--- src/rtl/bit_count_engine_if.sv ---
`timescale 1ns/1ps
`default_nettype none
// ============================================================================
// Module   : bit_count_engine_if
// Brief    : Start/done handshake, operand and display bundle for the
//            bit counting engine.
// Revision : 1.0 - initial release
// ============================================================================
interface bit_count_engine_if #(
  parameter int WIDTH = 8
);
  localparam int CNT_W = $clog2(WIDTH + 1);

  logic             start;
  logic             mode;
  logic [WIDTH-1:0] data_in;
  logic             busy;
  logic             done;
  logic [CNT_W-1:0] result;
  logic [6:0]       hex0;
  logic [6:0]       hex1;

  // Requester side: drives the run request and operand, observes status.
  modport master (
    output start, mode, data_in,
    input  busy, done, result, hex0, hex1
  );

  // Engine side.
  modport slave (
    input  start, mode, data_in,
    output busy, done, result, hex0, hex1
  );
endinterface
`default_nettype wire

--- src/rtl/bit_count_engine.sv ---
`timescale 1ns/1ps
`default_nettype none
// ============================================================================
// Module   : bit_count_engine
// Brief    : Counts the ones (or zeros) of a loaded word by shifting right one
//            bit per clock; shows the count in binary and on two active-low
//            decimal 7-segment digits. Ones mode stops early once the
//            remaining word is zero.
// Revision : 1.0 - initial release
// ============================================================================
module bit_count_engine #(
  parameter int WIDTH = 8
) (
  input  wire logic           clock,
  input  wire logic           reset,
  bit_count_engine_if.slave   bus
);
  localparam int CNT_W = $clog2(WIDTH + 1);
  localparam logic [CNT_W-1:0] C_WIDTH = CNT_W'(WIDTH);

  typedef enum logic [1:0] {
    S_IDLE  = 2'd0,
    S_SHIFT = 2'd1,
    S_DONE  = 2'd2
  } state_t;

  state_t           ps_q, ps_d;
  logic [WIDTH-1:0] a_q, a_d;
  logic             m_q, m_d;
  logic [CNT_W-1:0] bits_left_q, bits_left_d;
  logic [CNT_W-1:0] result_q, result_d;
  logic             finished;
  logic [6:0]       res_ext;
  logic [6:0]       units;
  logic [6:0]       tens;

  // Active-low {g..a} encoding of one decimal digit.
  function automatic logic [6:0] seg(input logic [3:0] d);
    case (d)
      4'd0:    seg = 7'b1000000;
      4'd1:    seg = 7'b1111001;
      4'd2:    seg = 7'b0100100;
      4'd3:    seg = 7'b0110000;
      4'd4:    seg = 7'b0011001;
      4'd5:    seg = 7'b0010010;
      4'd6:    seg = 7'b0000010;
      4'd7:    seg = 7'b1111000;
      4'd8:    seg = 7'b0000000;
      4'd9:    seg = 7'b0010000;
      default: seg = 7'b1111111;
    endcase
  endfunction

  // Next-state and datapath: load while idle, one bit per clock while shifting.
  always_comb begin
    ps_d        = ps_q;
    a_d         = a_q;
    m_d         = m_q;
    bits_left_d = bits_left_q;
    result_d    = result_q;
    // Ones mode can stop once nothing set remains; the bit budget bounds both.
    finished    = (bits_left_q == '0) || (!m_q && (a_q == '0));
    case (ps_q)
      S_IDLE: begin
        if (!bus.start) begin
          a_d         = bus.data_in;
          m_d         = bus.mode;
          bits_left_d = C_WIDTH;
        end else begin
          ps_d     = S_SHIFT;
          result_d = '0;
        end
      end
      S_SHIFT: begin
        if (finished) begin
          ps_d = S_DONE;
        end else begin
          result_d    = result_q + CNT_W'(a_q[0] == ~m_q);
          a_d         = a_q >> 1;
          bits_left_d = bits_left_q - CNT_W'(1);
        end
      end
      S_DONE: begin
        if (!bus.start) ps_d = S_IDLE;
      end
      default: ps_d = S_IDLE;
    endcase
  end

  // State and datapath registers with synchronous reset.
  always_ff @(posedge clock) begin
    if (reset) begin
      ps_q        <= S_IDLE;
      a_q         <= '0;
      m_q         <= 1'b0;
      bits_left_q <= C_WIDTH;
      result_q    <= '0;
    end else begin
      ps_q        <= ps_d;
      a_q         <= a_d;
      m_q         <= m_d;
      bits_left_q <= bits_left_d;
      result_q    <= result_d;
    end
  end

  // Status decodes registered state only; display is combinational from result.
  always_comb begin
    res_ext   = 7'(result_q);
    units     = res_ext % 7'd10;
    tens      = res_ext / 7'd10;
    bus.busy   = (ps_q == S_SHIFT);
    bus.done   = (ps_q == S_DONE);
    bus.result = result_q;
    bus.hex0   = seg(units[3:0]);
    bus.hex1   = seg(tens[3:0]);
  end
endmodule
`default_nettype wire

--- src/flat_wrapper.sv ---
// flat-port wrapper written by rule: the top's interface ports become plain ports
module bit_count_engine_flat 
#(
  parameter int WIDTH = 8
)
  (clock, reset, bus_start, bus_mode, bus_data_in, bus_busy, bus_done, bus_result, bus_hex0, bus_hex1);
  bit_count_engine_if #(.WIDTH(WIDTH)) bus_i ();
  input  wire logic clock;
  input  wire logic reset;
  input wire logic [$bits(bus_i.start)-1:0] bus_start;
  input wire logic [$bits(bus_i.mode)-1:0] bus_mode;
  input wire logic [$bits(bus_i.data_in)-1:0] bus_data_in;
  output wire logic [$bits(bus_i.busy)-1:0] bus_busy;
  output wire logic [$bits(bus_i.done)-1:0] bus_done;
  output wire logic [$bits(bus_i.result)-1:0] bus_result;
  output wire logic [$bits(bus_i.hex0)-1:0] bus_hex0;
  output wire logic [$bits(bus_i.hex1)-1:0] bus_hex1;
  assign bus_i.start = bus_start;
  assign bus_i.mode = bus_mode;
  assign bus_i.data_in = bus_data_in;
  assign bus_busy = bus_i.busy;
  assign bus_done = bus_i.done;
  assign bus_result = bus_i.result;
  assign bus_hex0 = bus_i.hex0;
  assign bus_hex1 = bus_i.hex1;
  bit_count_engine #(.WIDTH(WIDTH)) u_core (.clock(clock), .reset(reset), .bus(bus_i));
endmodule
--- config.mk ---
export PLATFORM = sky130hd
export DESIGN_NAME = bit_count_engine_flat
export DESIGN_NICKNAME = d
export VERILOG_FILES = /design/src/rtl/bit_count_engine_if.sv /design/src/rtl/bit_count_engine.sv /design/src/flat_wrapper.sv
export SDC_FILE = /design/constraint.sdc
export NUM_CORES = 1
export LEC_CHECK = 0
export ABC_AREA = 1
export CAP_MARGIN = 20
export CORE_UTILIZATION = 45
export CTS_CLUSTER_DIAMETER = 100
export DETAILED_ROUTE_END_ITERATION = 7
export PLACE_DENSITY = 0.76
export SLEW_MARGIN = 0
export SYNTH_ARGS = -nofsm -noshare
export SYNTH_HDL_FRONTEND = slang
export SYNTH_SLANG_ARGS = --single-unit
--- constraint.sdc ---
create_clock -name clock -period 2.25 [get_ports clock]
set_input_delay 0.5625 -clock clock [delete_from_list [all_inputs] [get_ports clock]]
set_output_delay 0.5625 -clock clock [all_outputs]
set_load 0.05 [all_outputs]
==> out/metrics.yaml <==
status:
  outcome: "finished, violations left"
  violations: "setup timing"
setup_path:
  setup.worst_path.end: "bus_hex0[5]"
  cp.arrival_ps: 1900
  crit_family: "buffers and inverters"
  cp.depth: 12
  crit_buf_inv: 5
  r2r_end: "u_core.bits_left_q[1]"
  crit_path_max_incr_delay_ps: 370
  worstSetupStartpointType: "flip-flop"
  r2r_start: "u_core.ps_q[1]"
  crit_path_cell_trace: "inv_4 > ha_4 > inv_2 > ha_4 > inv_8 > nand2_8 > nand2_4 > nand2_8 > a21oi_4 > buf_6 > o21ai_4 > buf_12"
  cp_data_required_time_ps: 1690
  crit_start: "u_core.bus.result[2]"
  r2r_setup_slack_ps: 660
  cp_max_fo: 6
  rr_worst_depth: 8
  crit_type: "reg2out"
  crit_path_end_kind: "output pin"
  cp_slowest_cell: "dfxtp_4"
placed_design:
  dp_hpwl_um: 2510
  port_buffers: 28
  place.gp.congestion: 0.788
  post-place-ws_ps: 74.2
timing:
  max_slew.worst_pin.slew_ps: 499
  hold_viol_final: 0
  slew_viol_final: 0
  max-slew-margin-rel_pct: 66.7
  max_freq_ghz: 0.406
  setup_ws_ps: -211
  skew_ps: 8.02
  rsz0062_at_grt: "yes"
  fin_crit_sh_pct: 109
  setup_viol: 7
  tns_ps: -1410
  timing.final.crit_period_ps: 2460
pwr:
  comb_power_share_pct: 59.2
  powerDensity_nw_per_um2: 715
  clockPowerShare_pct: 12.2
  peakVddDrop_uv: 609
  power_switching_uw: 694
  p_total_mw: 1.51
  power_frac_seq_pct: 28.6
  p_sw_share_pct: 45.9
  p_int_uw: 818
  leakage_nw: 0.973
global_routing:
  grt_overflow: 0
  grt_pass1_wl_um: 5730
  grt_max_degree: 17
  grt_antenna_before_repair: 0
  grt_pass1_vias: 1278
  grt_use_total_pct: 22.8
routing:
  wl_per_cell_um: 13.2
  drt_iter0_markers: 55
  antenna_left: 0
  drcViolationCount: 0
  wl_um: 3440
  route.vias.total: 1367
  first_pass_iters: 4
  avgViaCountPerCell: 5.24
yosys:
  yosysWarnings: 0
  synth_area_per_cell_um2: 6.74
  syn_area_um2: 1310
  synth_cells: 195
  yosysSeqAreaShare_pct: 29.0
  ys_seq_elements: 19
  ys_types: 23
clock_tree:
  clock_latency_ps: 310
  path_clk_slew_ps: 120
  cts_tree: "yes"
  clock_path_buffers: 2
  htree_levels: 1
  numCtsBuffers: 3
  clock_sinks: 19
  cts_root_buf: "clkbuf_4"
  hold_buffers: 0
die:
  die_x_um: 56.0
  initial_core_util_pct: 47.6
  core_area_um2: 2760
  die_area_um2: 3140
  die_y_um: 56.0
  ioPinCount: 32
  row_count: 19
finish:
  final-seq-area_um2: 390
  nNetsFinal: 250
  antenna_cells: 0
  mostFrequentLayoutCells: "32 x nand2_1, 23 x nor2_1, 20 x nand3_1"
  area_delta_synth_final_pct: 61.0
  drive_above_1_share_pct: 37.4
  final_common_cell: "nand2_1"
  multi_input_area_um2: 1080
  fillers: 198
flow_run:
  drv_cap: 0
worst_hold_path:
  worst_hold_path_type: "reg2reg"
[registers in the layout, indices dropped and copies added (netlist names)]
name,count
u_core.bus.result,4
u_core.ps_q,2
u_core.bits_left_q,4
u_core.m_q,1
u_core.a_q,8
[synth_stat cells, drive strengths merged]
cell type,number,area [µm²]
clkinv,1,3.75
nor3,1,10.0
nand2,59,251
o21ai,12,71.3
buf,10,77.6
conb,2,7.51
a22oi,2,15.0
nand3,23,115
xor2,2,17.5
xnor2,3,26.3
inv,16,60.1
nor2,24,90.1
a21oi,14,100
ha,7,87.6
dfxtp,19,380
[what timing repair did]
action                                  in CTS  in global routing
pin swaps                                   12                  1
endpoints found under the setup margin       7                  9
gates resized for setup                     14                  4
buffers inserted                             4                  2
[layer usage]
metal	track usage [%]	up-vias	wire length, µm
met5	0	-	0
met4	3.83	0	36
met3	4.88	4	100
met2	40.6	23	1800
met1	28.4	652	1500
li1	-	688	-
[cell families after synthesis]
group / count (synthesis) / share of synthesized area, %
AO/OA/AOI/OAI: 28 / 14.2
XOR/XNOR: 5 / 3.33
adder cells (fa/ha/maj): 7 / 6.67
buffers and inverters: 27 / 10.8
flip-flops: 19 / 29.0
other: 2 / 0.572
AND/OR/NAND/NOR: 107 / 35.5
[worst min-delay path by stage]
stage                              from  slack [ps]            end  cells after the start
after CTS                 u_core.a_q[6]         500  u_core.a_q[6]                      2
after global placement    u_core.a_q[6]         470  u_core.a_q[6]                      2
after detailed placement  u_core.a_q[6]         480  u_core.a_q[6]                      2
after floorplan           u_core.a_q[6]         450  u_core.a_q[6]                      2
after global routing      u_core.a_q[7]         530  u_core.a_q[7]                      2
final                     u_core.a_q[6]         500  u_core.a_q[6]                      2
[final cells by class]
| cell class | instances | share of cell area (%) |
|---|---|---|
| multi-input cells | 150 | 51.2 |
| repair buffers | 40 | 23.5 |
| flip-flops and latches | 19 | 18.5 |
| inverters | 17 | 3.73 |
| well taps | 31 | 1.83 |
| clock buffers | 3 | 1.07 |
| clock inverters | 1 | 0.237 |
[power groups by stage]
stage / combinational, mW / sequential [mW] / clock (mW)
after floorplan: 0.589 / 0.469 / 0
after global placement: 0.857 / 0.436 / 0
after detailed placement: 0.875 / 0.437 / 0
after CTS: 0.895 / 0.430 / 0.189
after global routing: 0.963 / 0.438 / 0.209
final: 0.896 / 0.432 / 0.184
[tightest hold or removal path, cell delays in order (launching register included)]
cell	delay, ps
dfxtp_1	330
nor2_1	90
nor2_1	50
[per-stage QoR]
step	area, µm²	hold slack (ps)	util (%)	std cells
floorplan	1560	455	-	196
global placement	1950	473	70.9	251
detailed placement	1950	481	70.9	251
CTS	2080	500	75.3	259
global route	2110	530	76.7	261
finish	2110	499	76.7	261
Note: power is estimated with default switching activity, not from simulation.
